File: src/rtl/vga_pkg.sv
// -----------------------------------------------------------------------------
// vga_pkg
// Shared definitions for the VGA timing generator:
//   - counter width and the upper bound on any axis total
//   - default 640x480@60 timing constants (pixels / lines)
//   - derived default H_TOTAL / V_TOTAL
//   - phase encoding shared by the horizontal and vertical axis FSMs
//     (PH_ACT/PH_FRONT/PH_SYNC/PH_BACK play the role of H_ACT..H_BACK on the
//     horizontal axis and V_ACT..V_BACK on the vertical axis; generic names
//     avoid clashing with the H_SYNC/V_SYNC timing parameters)
// -----------------------------------------------------------------------------
package vga_pkg;

  // Both axis counters are 10-bit unsigned, so a total may not exceed 1024.
  localparam int CNT_W      = 10;
  localparam int MAX_TOTAL  = 1024;

  // Prescaler width used when the pixel strobe is divided down from clk.
  localparam int PRESCALE_W = 2;

  // Default horizontal timing, in pixels.
  localparam int DEF_H_ACTIVE = 640;
  localparam int DEF_H_FP     = 16;
  localparam int DEF_H_SYNC   = 96;
  localparam int DEF_H_BP     = 48;

  // Default vertical timing, in lines.
  localparam int DEF_V_ACTIVE = 480;
  localparam int DEF_V_FP     = 10;
  localparam int DEF_V_SYNC   = 2;
  localparam int DEF_V_BP     = 33;

  // Total length of one axis period (visible + porches + sync).
  function automatic int axis_total(input int active, input int fp,
                                    input int sync, input int bp);
    return active + fp + sync + bp;
  endfunction

  localparam int DEF_H_TOTAL = axis_total(DEF_H_ACTIVE, DEF_H_FP, DEF_H_SYNC, DEF_H_BP);
  localparam int DEF_V_TOTAL = axis_total(DEF_V_ACTIVE, DEF_V_FP, DEF_V_SYNC, DEF_V_BP);

  // Phase of one axis within its period.
  typedef enum logic [1:0] {
    PH_ACT   = 2'd0,
    PH_FRONT = 2'd1,
    PH_SYNC  = 2'd2,
    PH_BACK  = 2'd3
  } axis_phase_e;

endpackage

File: src/rtl/vga_axis_counter.sv
// -----------------------------------------------------------------------------
// vga_axis_counter
// One timing axis (horizontal or vertical): a wrapping position counter plus
// a four-phase FSM (active, front porch, sync, back porch). The sync output is
// registered from the same next-count value that loads the counter, so it
// lines up with o_count in the same cycle (zero relative latency).
//
// Ports:
//   clk           in   rising-edge clock
//   rst_n         in   asynchronous active-low reset
//   i_en          in   update strobe (one per pixel); nothing changes without it
//   i_restart     in   with i_en: load position 0 / active phase
//   i_step        in   with i_en: advance the position by one (wraps)
//   o_count       out  current position (registered)
//   o_wrap        out  position is the last one of the period
//   o_sync_n      out  registered sync, active-low, aligned with o_count
//   o_next_active out  position about to be loaded is inside the visible area
// -----------------------------------------------------------------------------
module vga_axis_counter
  import vga_pkg::*;
#(
  parameter int ACTIVE = DEF_H_ACTIVE,
  parameter int FP     = DEF_H_FP,
  parameter int SYNC   = DEF_H_SYNC,
  parameter int BP     = DEF_H_BP
) (
  input  logic             clk,
  input  logic             rst_n,
  input  logic             i_en,
  input  logic             i_restart,
  input  logic             i_step,
  output logic [CNT_W-1:0] o_count,
  output logic             o_wrap,
  output logic             o_sync_n,
  output logic             o_next_active
);

  localparam int TOTAL = axis_total(ACTIVE, FP, SYNC, BP);

  // Phase boundaries expressed as counter values.
  localparam logic [CNT_W-1:0] ZERO     = {CNT_W{1'b0}};
  localparam logic [CNT_W-1:0] ONE      = CNT_W'(1);
  localparam logic [CNT_W-1:0] LAST     = CNT_W'(TOTAL - 1);
  localparam logic [CNT_W-1:0] FRONT_AT = CNT_W'(ACTIVE);
  localparam logic [CNT_W-1:0] SYNC_AT  = CNT_W'(ACTIVE + FP);
  localparam logic [CNT_W-1:0] BACK_AT  = CNT_W'(ACTIVE + FP + SYNC);

  logic [CNT_W-1:0] r_count;
  axis_phase_e      r_state;
  logic             r_sync_n;
  logic [CNT_W-1:0] w_next_count;

  // Position that will be loaded on the next enabled edge.
  always_comb begin
    w_next_count = r_count;
    if (i_restart) begin
      w_next_count = ZERO;
    end else if (i_step) begin
      if (r_count == LAST) begin
        w_next_count = ZERO;
      end else begin
        w_next_count = r_count + ONE;
      end
    end else begin
      w_next_count = r_count;
    end
  end

  // Counter and phase FSM; sync is decoded from the phase being entered so
  // it changes on the same edge as the counter.
  always_ff @(posedge clk or negedge rst_n) begin
    if (!rst_n) begin
      r_count  <= ZERO;
      r_state  <= PH_ACT;
      r_sync_n <= 1'b1;
    end else if (i_en) begin
      r_count <= w_next_count;
      if (i_restart) begin
        r_state  <= PH_ACT;
        r_sync_n <= 1'b1;
      end else begin
        case (r_state)
          PH_ACT: begin
            if (w_next_count == FRONT_AT) begin
              r_state  <= PH_FRONT;
              r_sync_n <= 1'b1;
            end else begin
              r_state  <= PH_ACT;
              r_sync_n <= 1'b1;
            end
          end
          PH_FRONT: begin
            if (w_next_count == SYNC_AT) begin
              r_state  <= PH_SYNC;
              r_sync_n <= 1'b0;
            end else begin
              r_state  <= PH_FRONT;
              r_sync_n <= 1'b1;
            end
          end
          PH_SYNC: begin
            if (w_next_count == BACK_AT) begin
              r_state  <= PH_BACK;
              r_sync_n <= 1'b1;
            end else begin
              r_state  <= PH_SYNC;
              r_sync_n <= 1'b0;
            end
          end
          PH_BACK: begin
            if (w_next_count == ZERO) begin
              r_state  <= PH_ACT;
              r_sync_n <= 1'b1;
            end else begin
              r_state  <= PH_BACK;
              r_sync_n <= 1'b1;
            end
          end
          default: begin
            r_state  <= PH_ACT;
            r_sync_n <= 1'b1;
          end
        endcase
      end
    end
  end

  assign o_count       = r_count;
  assign o_sync_n      = r_sync_n;
  assign o_wrap        = (r_count == LAST);
  assign o_next_active = (w_next_count < FRONT_AT);

endmodule

File: src/rtl/vga_timing_gen.sv
// -----------------------------------------------------------------------------
// vga_timing_gen
// VGA raster timing generator. Two vga_axis_counter instances produce the
// horizontal and vertical positions, phases and syncs; this level owns the
// pixel strobe, the "first pixel after reset" restart and the combined
// video_on / frame_start flags.
//
// Every output changes together on the edge that raises pix_en, so a cycle
// with pix_en high always presents a fresh pixel and all flags describe the
// h_count/v_count shown in that same cycle. The first strobe after reset
// presents (0,0) with video_on=1 and frame_start=1 instead of advancing.
//
// Optional feature (macro VGA_TIMING_PRESCALE_EN):
//   defined   - pix_en is high one clk in every 4 (2-bit prescaler)
//   undefined - every clk is a pixel; no prescaler is built
//
// Ports:
//   clk          in   system clock (100 MHz), rising edge
//   rst_n        in   asynchronous active-low reset
//   pix_en       out  pixel strobe, one clk wide
//   h_count[9:0] out  pixel column 0..H_TOTAL-1
//   v_count[9:0] out  line 0..V_TOTAL-1
//   video_on     out  visible-area flag
//   h_sync       out  horizontal sync, active-low
//   v_sync       out  vertical sync, active-low
//   frame_start  out  high while pixel (0,0) is presented
// H_TOTAL and V_TOTAL must each be at most 1024 (10-bit counters).
// -----------------------------------------------------------------------------
module vga_timing_gen
  import vga_pkg::*;
#(
  parameter int H_ACTIVE = DEF_H_ACTIVE,
  parameter int H_FP     = DEF_H_FP,
  parameter int H_SYNC   = DEF_H_SYNC,
  parameter int H_BP     = DEF_H_BP,
  parameter int V_ACTIVE = DEF_V_ACTIVE,
  parameter int V_FP     = DEF_V_FP,
  parameter int V_SYNC   = DEF_V_SYNC,
  parameter int V_BP     = DEF_V_BP
) (
  input  logic             clk,
  input  logic             rst_n,
  output logic             pix_en,
  output logic [CNT_W-1:0] h_count,
  output logic [CNT_W-1:0] v_count,
  output logic             video_on,
  output logic             h_sync,
  output logic             v_sync,
  output logic             frame_start
);

  logic w_stb;
  logic w_restart;
  logic w_h_wrap;
  logic w_v_wrap;
  logic w_h_next_active;
  logic w_v_next_active;

  logic r_pix_en;
  logic r_started;
  logic r_video_on;
  logic r_frame_start;

`ifdef VGA_TIMING_PRESCALE_EN
  localparam logic [PRESCALE_W-1:0] PRESC_LAST = {PRESCALE_W{1'b1}};
  localparam logic [PRESCALE_W-1:0] PRESC_ONE  = PRESCALE_W'(1);

  logic [PRESCALE_W-1:0] r_presc;

  // Free-running divide-by-4 prescaler; the strobe fires on its last count.
  always_ff @(posedge clk or negedge rst_n) begin
    if (!rst_n) begin
      r_presc <= {PRESCALE_W{1'b0}};
    end else begin
      r_presc <= r_presc + PRESC_ONE;
    end
  end

  assign w_stb = (r_presc == PRESC_LAST);
`else
  assign w_stb = 1'b1;
`endif

  // Until the first strobe after reset, the next pixel is a restart at (0,0)
  // rather than an advance.
  assign w_restart = ~r_started;

  vga_axis_counter #(
    .ACTIVE (H_ACTIVE),
    .FP     (H_FP),
    .SYNC   (H_SYNC),
    .BP     (H_BP)
  ) u_h_axis (
    .clk           (clk),
    .rst_n         (rst_n),
    .i_en          (w_stb),
    .i_restart     (w_restart),
    .i_step        (1'b1),
    .o_count       (h_count),
    .o_wrap        (w_h_wrap),
    .o_sync_n      (h_sync),
    .o_next_active (w_h_next_active)
  );

  // The vertical axis only steps on the pixel where the line wraps.
  vga_axis_counter #(
    .ACTIVE (V_ACTIVE),
    .FP     (V_FP),
    .SYNC   (V_SYNC),
    .BP     (V_BP)
  ) u_v_axis (
    .clk           (clk),
    .rst_n         (rst_n),
    .i_en          (w_stb),
    .i_restart     (w_restart),
    .i_step        (w_h_wrap),
    .o_count       (v_count),
    .o_wrap        (w_v_wrap),
    .o_sync_n      (v_sync),
    .o_next_active (w_v_next_active)
  );

  // Pixel strobe register; held low in reset.
  always_ff @(posedge clk or negedge rst_n) begin
    if (!rst_n) begin
      r_pix_en <= 1'b0;
    end else begin
      r_pix_en <= w_stb;
    end
  end

  // Combined pixel flags, loaded alongside the axis counters. The next pixel
  // is (0,0) either on restart or when both axes sit on their last position.
  always_ff @(posedge clk or negedge rst_n) begin
    if (!rst_n) begin
      r_started     <= 1'b0;
      r_video_on    <= 1'b0;
      r_frame_start <= 1'b0;
    end else if (w_stb) begin
      r_started     <= 1'b1;
      r_video_on    <= w_h_next_active & w_v_next_active;
      r_frame_start <= w_restart | (w_h_wrap & w_v_wrap);
    end
  end

  assign pix_en      = r_pix_en;
  assign video_on    = r_video_on;
  assign frame_start = r_frame_start;

endmodule

File: config.mk
export PLATFORM = sky130hd
export DESIGN_NAME = vga_timing_gen
export DESIGN_NICKNAME = d
export VERILOG_FILES = /design/src/rtl/vga_pkg.sv /design/src/rtl/vga_axis_counter.sv /design/src/rtl/vga_timing_gen.sv
export SDC_FILE = /design/constraint.sdc
export NUM_CORES = 1
export LEC_CHECK = 0
export CORE_ASPECT_RATIO = 0.5
export CORE_MARGIN = 2
export CORE_UTILIZATION = 47
export CTS_BUF_LIST = sky130_fd_sc_hd__clkbuf_8
export CTS_CLUSTER_DIAMETER = 100
export CTS_CLUSTER_SIZE = 10
export DETAILED_ROUTE_END_ITERATION = 8
export PLACE_DENSITY = 0.73
export RECOVER_POWER = 100
export SYNTH_ARGS = -nofsm -noshare
export SYNTH_HDL_FRONTEND = slang
export SYNTH_SLANG_ARGS = --single-unit
File: constraint.sdc
create_clock -name clk -period 3.4 [get_ports clk]
set_clock_uncertainty 0.1 [all_clocks]
set_input_delay 0.68 -clock clk [delete_from_list [all_inputs] [get_ports clk]]
set_output_delay 0.68 -clock clk [all_outputs]
set_load 0.02 [all_outputs]
==> impl_metrics.ini, run 1 <==
[place]
gp_congestion = 0.9221
dpl_cell_area_um2 = 2227
dp.final_hpwl_um = 3225
portBuffers = 26
pre_cts_slack_ns = 0.1188

[detailed_routing]
wl_per_cell_um = 15.74
dr.first_iter.drc_count = 96
viasPerCell = 5.811
final_antenna_net_count = 0
post-route-drc-count = 0
num_vias = 1691
drt-total-wl_um = 4580
first_pass_iters = 4

[cts]
cts_tree = done
clkTransAtPathRegs_ns = 0.06
clockBufferDepth = 2
cts_sinks = 29
cts_setup_buffers = 0
cts-root-buf = clkbuf_8
cts_hold_buf = 0
htree_levels = 2
numCtsBuffers = 5
clk_latency_ns = 0.28

[worst_setup_path]
crit_arrival_ns = 3.26
worst_setup_path_end_kind = register
cp_slowest_stage_delay_ns = 0.53
worstPathMaxFanout = 9
crit_chain = ha_2 -> nand4_4 -> or3_1 -> buf_4 -> nor2_1 -> nor2_1 -> inv_1 -> nor2_2 -> or4b_4 -> o31a_1 -> a311oi_1
slowest_stage = or4b_4
cp-start-kind = register
path_common_cell = nor2_1
required_ns = 3.47
critPathBufInv = 2
path_class = reg2reg
cpLargestDelayFamily = simple AND/OR/NAND/NOR gates

[synthesis]
seq_area_frac_synth_pct = 38.77
synth_fa_ha_area_share_pct = 7.328
synth_edf_count = 0
synth-seq-cells = 29
yosysUniqueCellTypes = 57
synth_compound_area_share_pct = 14.52
async_flop_share_pct = 100.0
synth_warnings = 0
syn-cell-area_um2 = 1878
avgSynthCellArea_um2 = 9.437
synth_top_family_by_area = simple AND/OR/NAND/NOR gates
synthCells = 199
synthSimpleGateAreaFrac_pct = 25.72
synth_xor_area_share_pct = 5.130
synthMuxAreaShare_pct = 1.066
ys.flop_type = dfrtp_1
synth_fp_nets = 212

[die]
start_util_pct = 48.61
die_y_um = 48.70
die_w_um = 93.40
core.rowCount = 16
ios = 27
core_um2 = 3864
die_area_um2 = 4548

[global_route]
grt_usage_pct = 21.77
grt_max_degree = 30
gr-total-overflow = 0
grt_pass1_vias = 1598
grt_antenna_before_repair = 0
grt_pass1_wl_um = 7562

[power]
power.leakage_nw = 1.020
clkPwrFrac_pct = 40.0
p_int_mw = 0.5036
netSwitchingPower_mw = 0.1628
pwr-share-seq_pct = 53.1
powerDensity_nw_per_um2 = 289.5
p_comb_share_pct = 6.9
p_total_mw = 0.6664
ir_drop_uv = 171.1
switching_share_pct = 24.43

[sta]
hold_viol_final = 0
min_period_ns = 3.188
setup_viol = 0
worstMarginPinSlew_ns = 1.545
fin_crit_sh_pct = 93.77
slew_headroom_pct = -2.998
fmax_mhz = 313.7
final_max_slew_viol_count = 30
finalWorstSetupSlack_ns = 0.2120

[finish]
layout_commonest_cell = dfrtp_1
post-route-cell-area_um2 = 2302
nNetsFinal = 249
drive_gt1_share_pct = 12.24
syn2layout_area_growth_pct = 22.59
antennaDiodeCount = 0
layout_common_cells = 27 x dfrtp_1, 26 x dlygate4sd3_1, 19 x inv_1, 19 x nor2_1, 13 x nand2_1
fin_util_pct = 59.59

[min_path]
holdCritPathClass = reg2reg

[job]
drv.max_cap_violation_count = 1

[status]
status = complete, but fails checks
failed_checks = capacitance limit, slew limit
sequential cells by signal, summed over array words and instances, names as in the netlist:
name,flops
pix_en,1
u_v_axis.o_count,10
u_v_axis.o_sync_n,1
u_h_axis.r_state,2
video_on,1
u_h_axis.o_count,10
u_h_axis.o_sync_n,1
frame_start,1
u_v_axis.r_state,2
routing by layer:
layer	vias up	wire length, µm	global-route usage [%]
met4	0	92	9.559
met3	8	260	4.829
met1	822	2090	30.03
li1	799	-	-
met5	-	0	0
met2	62	2137	33.09
metrics by stage:
stage	std cells	setup TNS, ns	hold slack (ns)
after global placement	283	0	0.4043
final	291	0	0.4470
after detailed placement	283	0	0.4205
after global routing	291	-0.01005	0.4675
after floorplan	199	0	0.2844
after CTS	291	0	0.4292
what timing repair did:
action,CTS,global route
hold endpoints to repair,0,0
setup endpoints to repair,0,2
resized for setup,0,3
worst reg2reg max path: stages (launching register included):
cell and delay [ns]:
dfrtp_1 0.43, ha_2 0.26, nand4_4 0.14, or3_1 0.17, buf_4 0.19, nor2_1 0.06
nor2_1 0.24, inv_1 0.17, nor2_2 0.19, or4b_4 0.53, o31a_1 0.30, a311oi_1 0.29
cells in the mapped netlist, types with 3 or more instances:
cell type,number,share of area (%)
buf_6,4,2.4
dfrtp_1,27,36
ha_1,11,7.3
inv_1,18,3.6
nand2_1,13,2.6
nand3_1,8,2.1
nand4_1,9,3.0
nor2_1,19,3.8
nor3_1,6,1.6
nor4_1,6,2.0
o21ai_0,6,1.6
o31ai_1,3,1.2
xnor2_1,6,2.8
xor2_1,5,2.3
layout make-up:
cell class	instances	area [µm²]
fill	343	1562
multi-input combinational	144	1021
sequential	29	728.2
timing repair buffer	38	335.3
clock buffer	5	68.82
inverter	18	67.56
tap	54	67.56
clock inverter	3	13.76
power groups by stage:
stage | clock (mW) | sequential [mW] | combinational, mW
floorplan | 0 | 0.365 | 0.0199
global route | 0.296 | 0.354 | 0.0508
CTS | 0.275 | 0.354 | 0.0493
global placement | 0 | 0.360 | 0.0487
detailed placement | 0 | 0.360 | 0.0492
finish | 0.267 | 0.354 | 0.0459
cell families (layout without fill, tap and decap cells):
family | Yosys count | in the layout
compound gates | 36 | 36
xor+xnor | 11 | 11
fa+ha+maj | 11 | 11
buf+inv | 26 | 64
flops | 29 | 29
mux | 2 | 2
other cells | 1 | 1
simple gates | 83 | 83
path summary, 6_finish.rpt:
kind                                                    start                            end  slack, ns  cells after the start
max in group asynchronous                               rst_n  u_h_axis.r_state[1]$_DFF_PN0_       1.10                      2
worst max-delay path            u_h_axis.o_count[0]$_DFF_PN0_  u_v_axis.r_state[0]$_DFF_PN0_       0.21                     11
worst min-delay path            u_h_axis.o_count[0]$_DFF_PN0_  u_h_axis.o_count[0]$_DFF_PN0_       0.45                      1
worst min register to register  u_h_axis.o_count[0]$_DFF_PN0_  u_h_axis.o_count[0]$_DFF_PN0_       0.45                      1
worst max register to register  u_h_axis.o_count[0]$_DFF_PN0_  u_v_axis.r_state[0]$_DFF_PN0_       0.21                     11
min in group asynchronous                               rst_n  u_v_axis.o_count[6]$_DFF_PN0_       1.21                      2
Note: power is estimated with default switching activity, not from simulation.
==> inputs of run 2 (changes only) <==
Clock period 3.4 ns to 2.8 ns, I/O delays scaled along.
==> run 2 against run 1 <==
- the flow finishes with violations (capacitance limit, slew limit, setup timing)
- sequential power increased by 21%
- register-to-register slack lost 0.25 ns
- global-route usage rose by 2.2 points
- clock-buffer cell count did not move
- critical path depth did not move
- cell count grew 8.9%
- core utilization up 8.3 points
- die area stayed put
- sequential cell count unchanged
- clock power is 22% higher
- maximum frequency grew 12%
- sequential share of layout area shrank 3.7 points
- critical path type unchanged
==> impl_metrics.ini, run 2 (same netlist as run 1, synthesis figures left out) <==
[die]
die_y_um = 48.70
ios = 27
die_area_um2 = 4548
core_um2 = 3864
start_util_pct = 48.61
die_w_um = 93.40
core.rowCount = 16

[worst_setup_path]
rr_worst_depth = 11
required_ns = 2.85
worst_setup_path_end_kind = register
crit_arrival_ns = 2.90
path_class = reg2reg
worstPathMaxFanout = 5
cp-startpoint = u_h_axis.o_count[6]$_DFF_PN0_
critPathCapture = u_v_axis.r_state[0]$_DFF_PN0_
cp-start-kind = register
r2r-start = u_h_axis.o_count[6]$_DFF_PN0_
r2r_slack_ns = -0.04
r2r_end = u_v_axis.r_state[0]$_DFF_PN0_

[cts]
clkTransAtPathRegs_ns = 0.06
cts-root-buf = clkbuf_8
cts_hold_buf = 0
clk_latency_ns = 0.29
numCtsBuffers = 5
cts_sinks = 29
htree_levels = 2
cts_tree = done
clockBufferDepth = 2

[power]
netSwitchingPower_mw = 0.2072
p_total_mw = 0.8255
power.leakage_nw = 1.152
powerDensity_nw_per_um2 = 314.9
ir_drop_uv = 205.2
switching_share_pct = 25.10
p_int_mw = 0.6183
pwr-share-seq_pct = 51.8
p_comb_share_pct = 8.7
clkPwrFrac_pct = 39.6

[finish]
nFillCells = 302
drive_gt1_share_pct = 27.00
layout_common_cells = 33 x buf_4, 25 x clkdlybuf4s50_1, 24 x dfrtp_1, 21 x inv_1, 17 x nor2_1
fin_util_pct = 67.84
regArea_um2 = 732.0
antennaDiodeCount = 0
finalNonFillerCells = 317
multi_input_area_um2 = 1125
layout_commonest_cell = buf_4
syn2layout_area_growth_pct = 39.57
nNetsFinal = 275

[sta]
setup_viol = 3
finalWorstSetupSlack_ns = -0.04033
worstMarginPinSlew_ns = 1.624
final_max_slew_viol_count = 30
setup-tns-final_ns = -0.08144
rsz0062_at_grt = yes
fin_crit_sh_pct = 101.4
slew_headroom_pct = -8.300
hold_viol_final = 0
min_period_ns = 2.840
fmax_mhz = 352.1

[place]
dp.final_hpwl_um = 3497
pre_cts_slack_ns = -0.1701
portBuffers = 26
gp_congestion = 0.8287
placed_cells = 302

[global_route]
grt_max_degree = 30
grt_pass1_vias = 1777
grt_usage_pct = 23.96
gr-total-overflow = 0
grt_antenna_before_repair = 0
grt_pass1_wl_um = 8411

[detailed_routing]
first_pass_iters = 4
dr.first_iter.drc_count = 124
wl_per_cell_um = 16.76
final_antenna_net_count = 0
viasPerCell = 5.776
post-route-drc-count = 0
drt-total-wl_um = 5312
num_vias = 1831

[status]
status = complete, but fails checks
failed_checks = capacitance limit, slew limit, setup timing

[min_path]
holdCritPathClass = reg2reg

[job]
drv.max_cap_violation_count = 1
run 2: cell type report:
type / count / share of cell area [%]
Clock buffer: 5 / 2.625
Multi-Input combinational cell: 144 / 42.91
Inverter: 18 / 2.578
Timing Repair Buffer: 64 / 20.95
Clock inverter: 3 / 0.4296
Tap cell: 54 / 2.578
Sequential cell: 29 / 27.92
run 2: worst min path at each step:
stage	cells past startpoint	slack, ns	start	endpoint
floorplan	0	0.16	rst_n	frame_start$_DFF_PN0_
global placement	2	0.44	u_h_axis.o_count[0]$_DFF_PN0_	u_h_axis.o_count[0]$_DFF_PN0_
detailed placement	2	0.45	u_h_axis.o_count[0]$_DFF_PN0_	u_h_axis.o_count[0]$_DFF_PN0_
CTS	2	0.46	u_h_axis.o_count[0]$_DFF_PN0_	u_h_axis.o_count[0]$_DFF_PN0_
global route	2	0.49	u_h_axis.o_count[0]$_DFF_PN0_	u_h_axis.o_count[0]$_DFF_PN0_
finish	2	0.46	u_h_axis.o_count[0]$_DFF_PN0_	u_h_axis.o_count[0]$_DFF_PN0_
run 2: power by group through the flow:
stage | clock, mW | combinational [mW] | sequential [mW]
global route | 0.349 | 0.0778 | 0.428
global placement | 0 | 0.0688 | 0.435
detailed placement | 0 | 0.0710 | 0.435
finish | 0.327 | 0.0715 | 0.427
floorplan | 0 | 0.0245 | 0.444
CTS | 0.338 | 0.0712 | 0.427
run 2: critical path, stage by stage, from the launching register on:
cell and delay [ns]:
dfrtp_1 0.40, or3_4 0.42, or3_4 0.45, buf_6 0.15
nor2_4 0.07, nor2_2 0.04, inv_1 0.09, nor2_2 0.05
buf_4 0.13, a211o_1 0.27, o41ai_4 0.38, a311oi_2 0.15
run 2: per-layer routing:
metal	vias up	share of wire (%)	global-route usage, %
li1	842	-	-
met1	913	45	32.23
met2	55	47	36.57
met3	21	5.2	6.386
met4	0	2.5	10.54
met5	-	0	0
run 2: timing repair:
item	4_1_cts	5_1_grt
pin swaps	4	6
gates resized for setup	5	15
setup endpoints to repair	3	4
buffers inserted	3	5
run 2: through the flow:
stage	instance area, µm²	hold slack, ns
global placement	2391	0.4428
detailed placement	2391	0.4523
finish	2621	0.4567
floorplan	1906	0.1644
CTS	2524	0.4625
global route	2621	0.4892
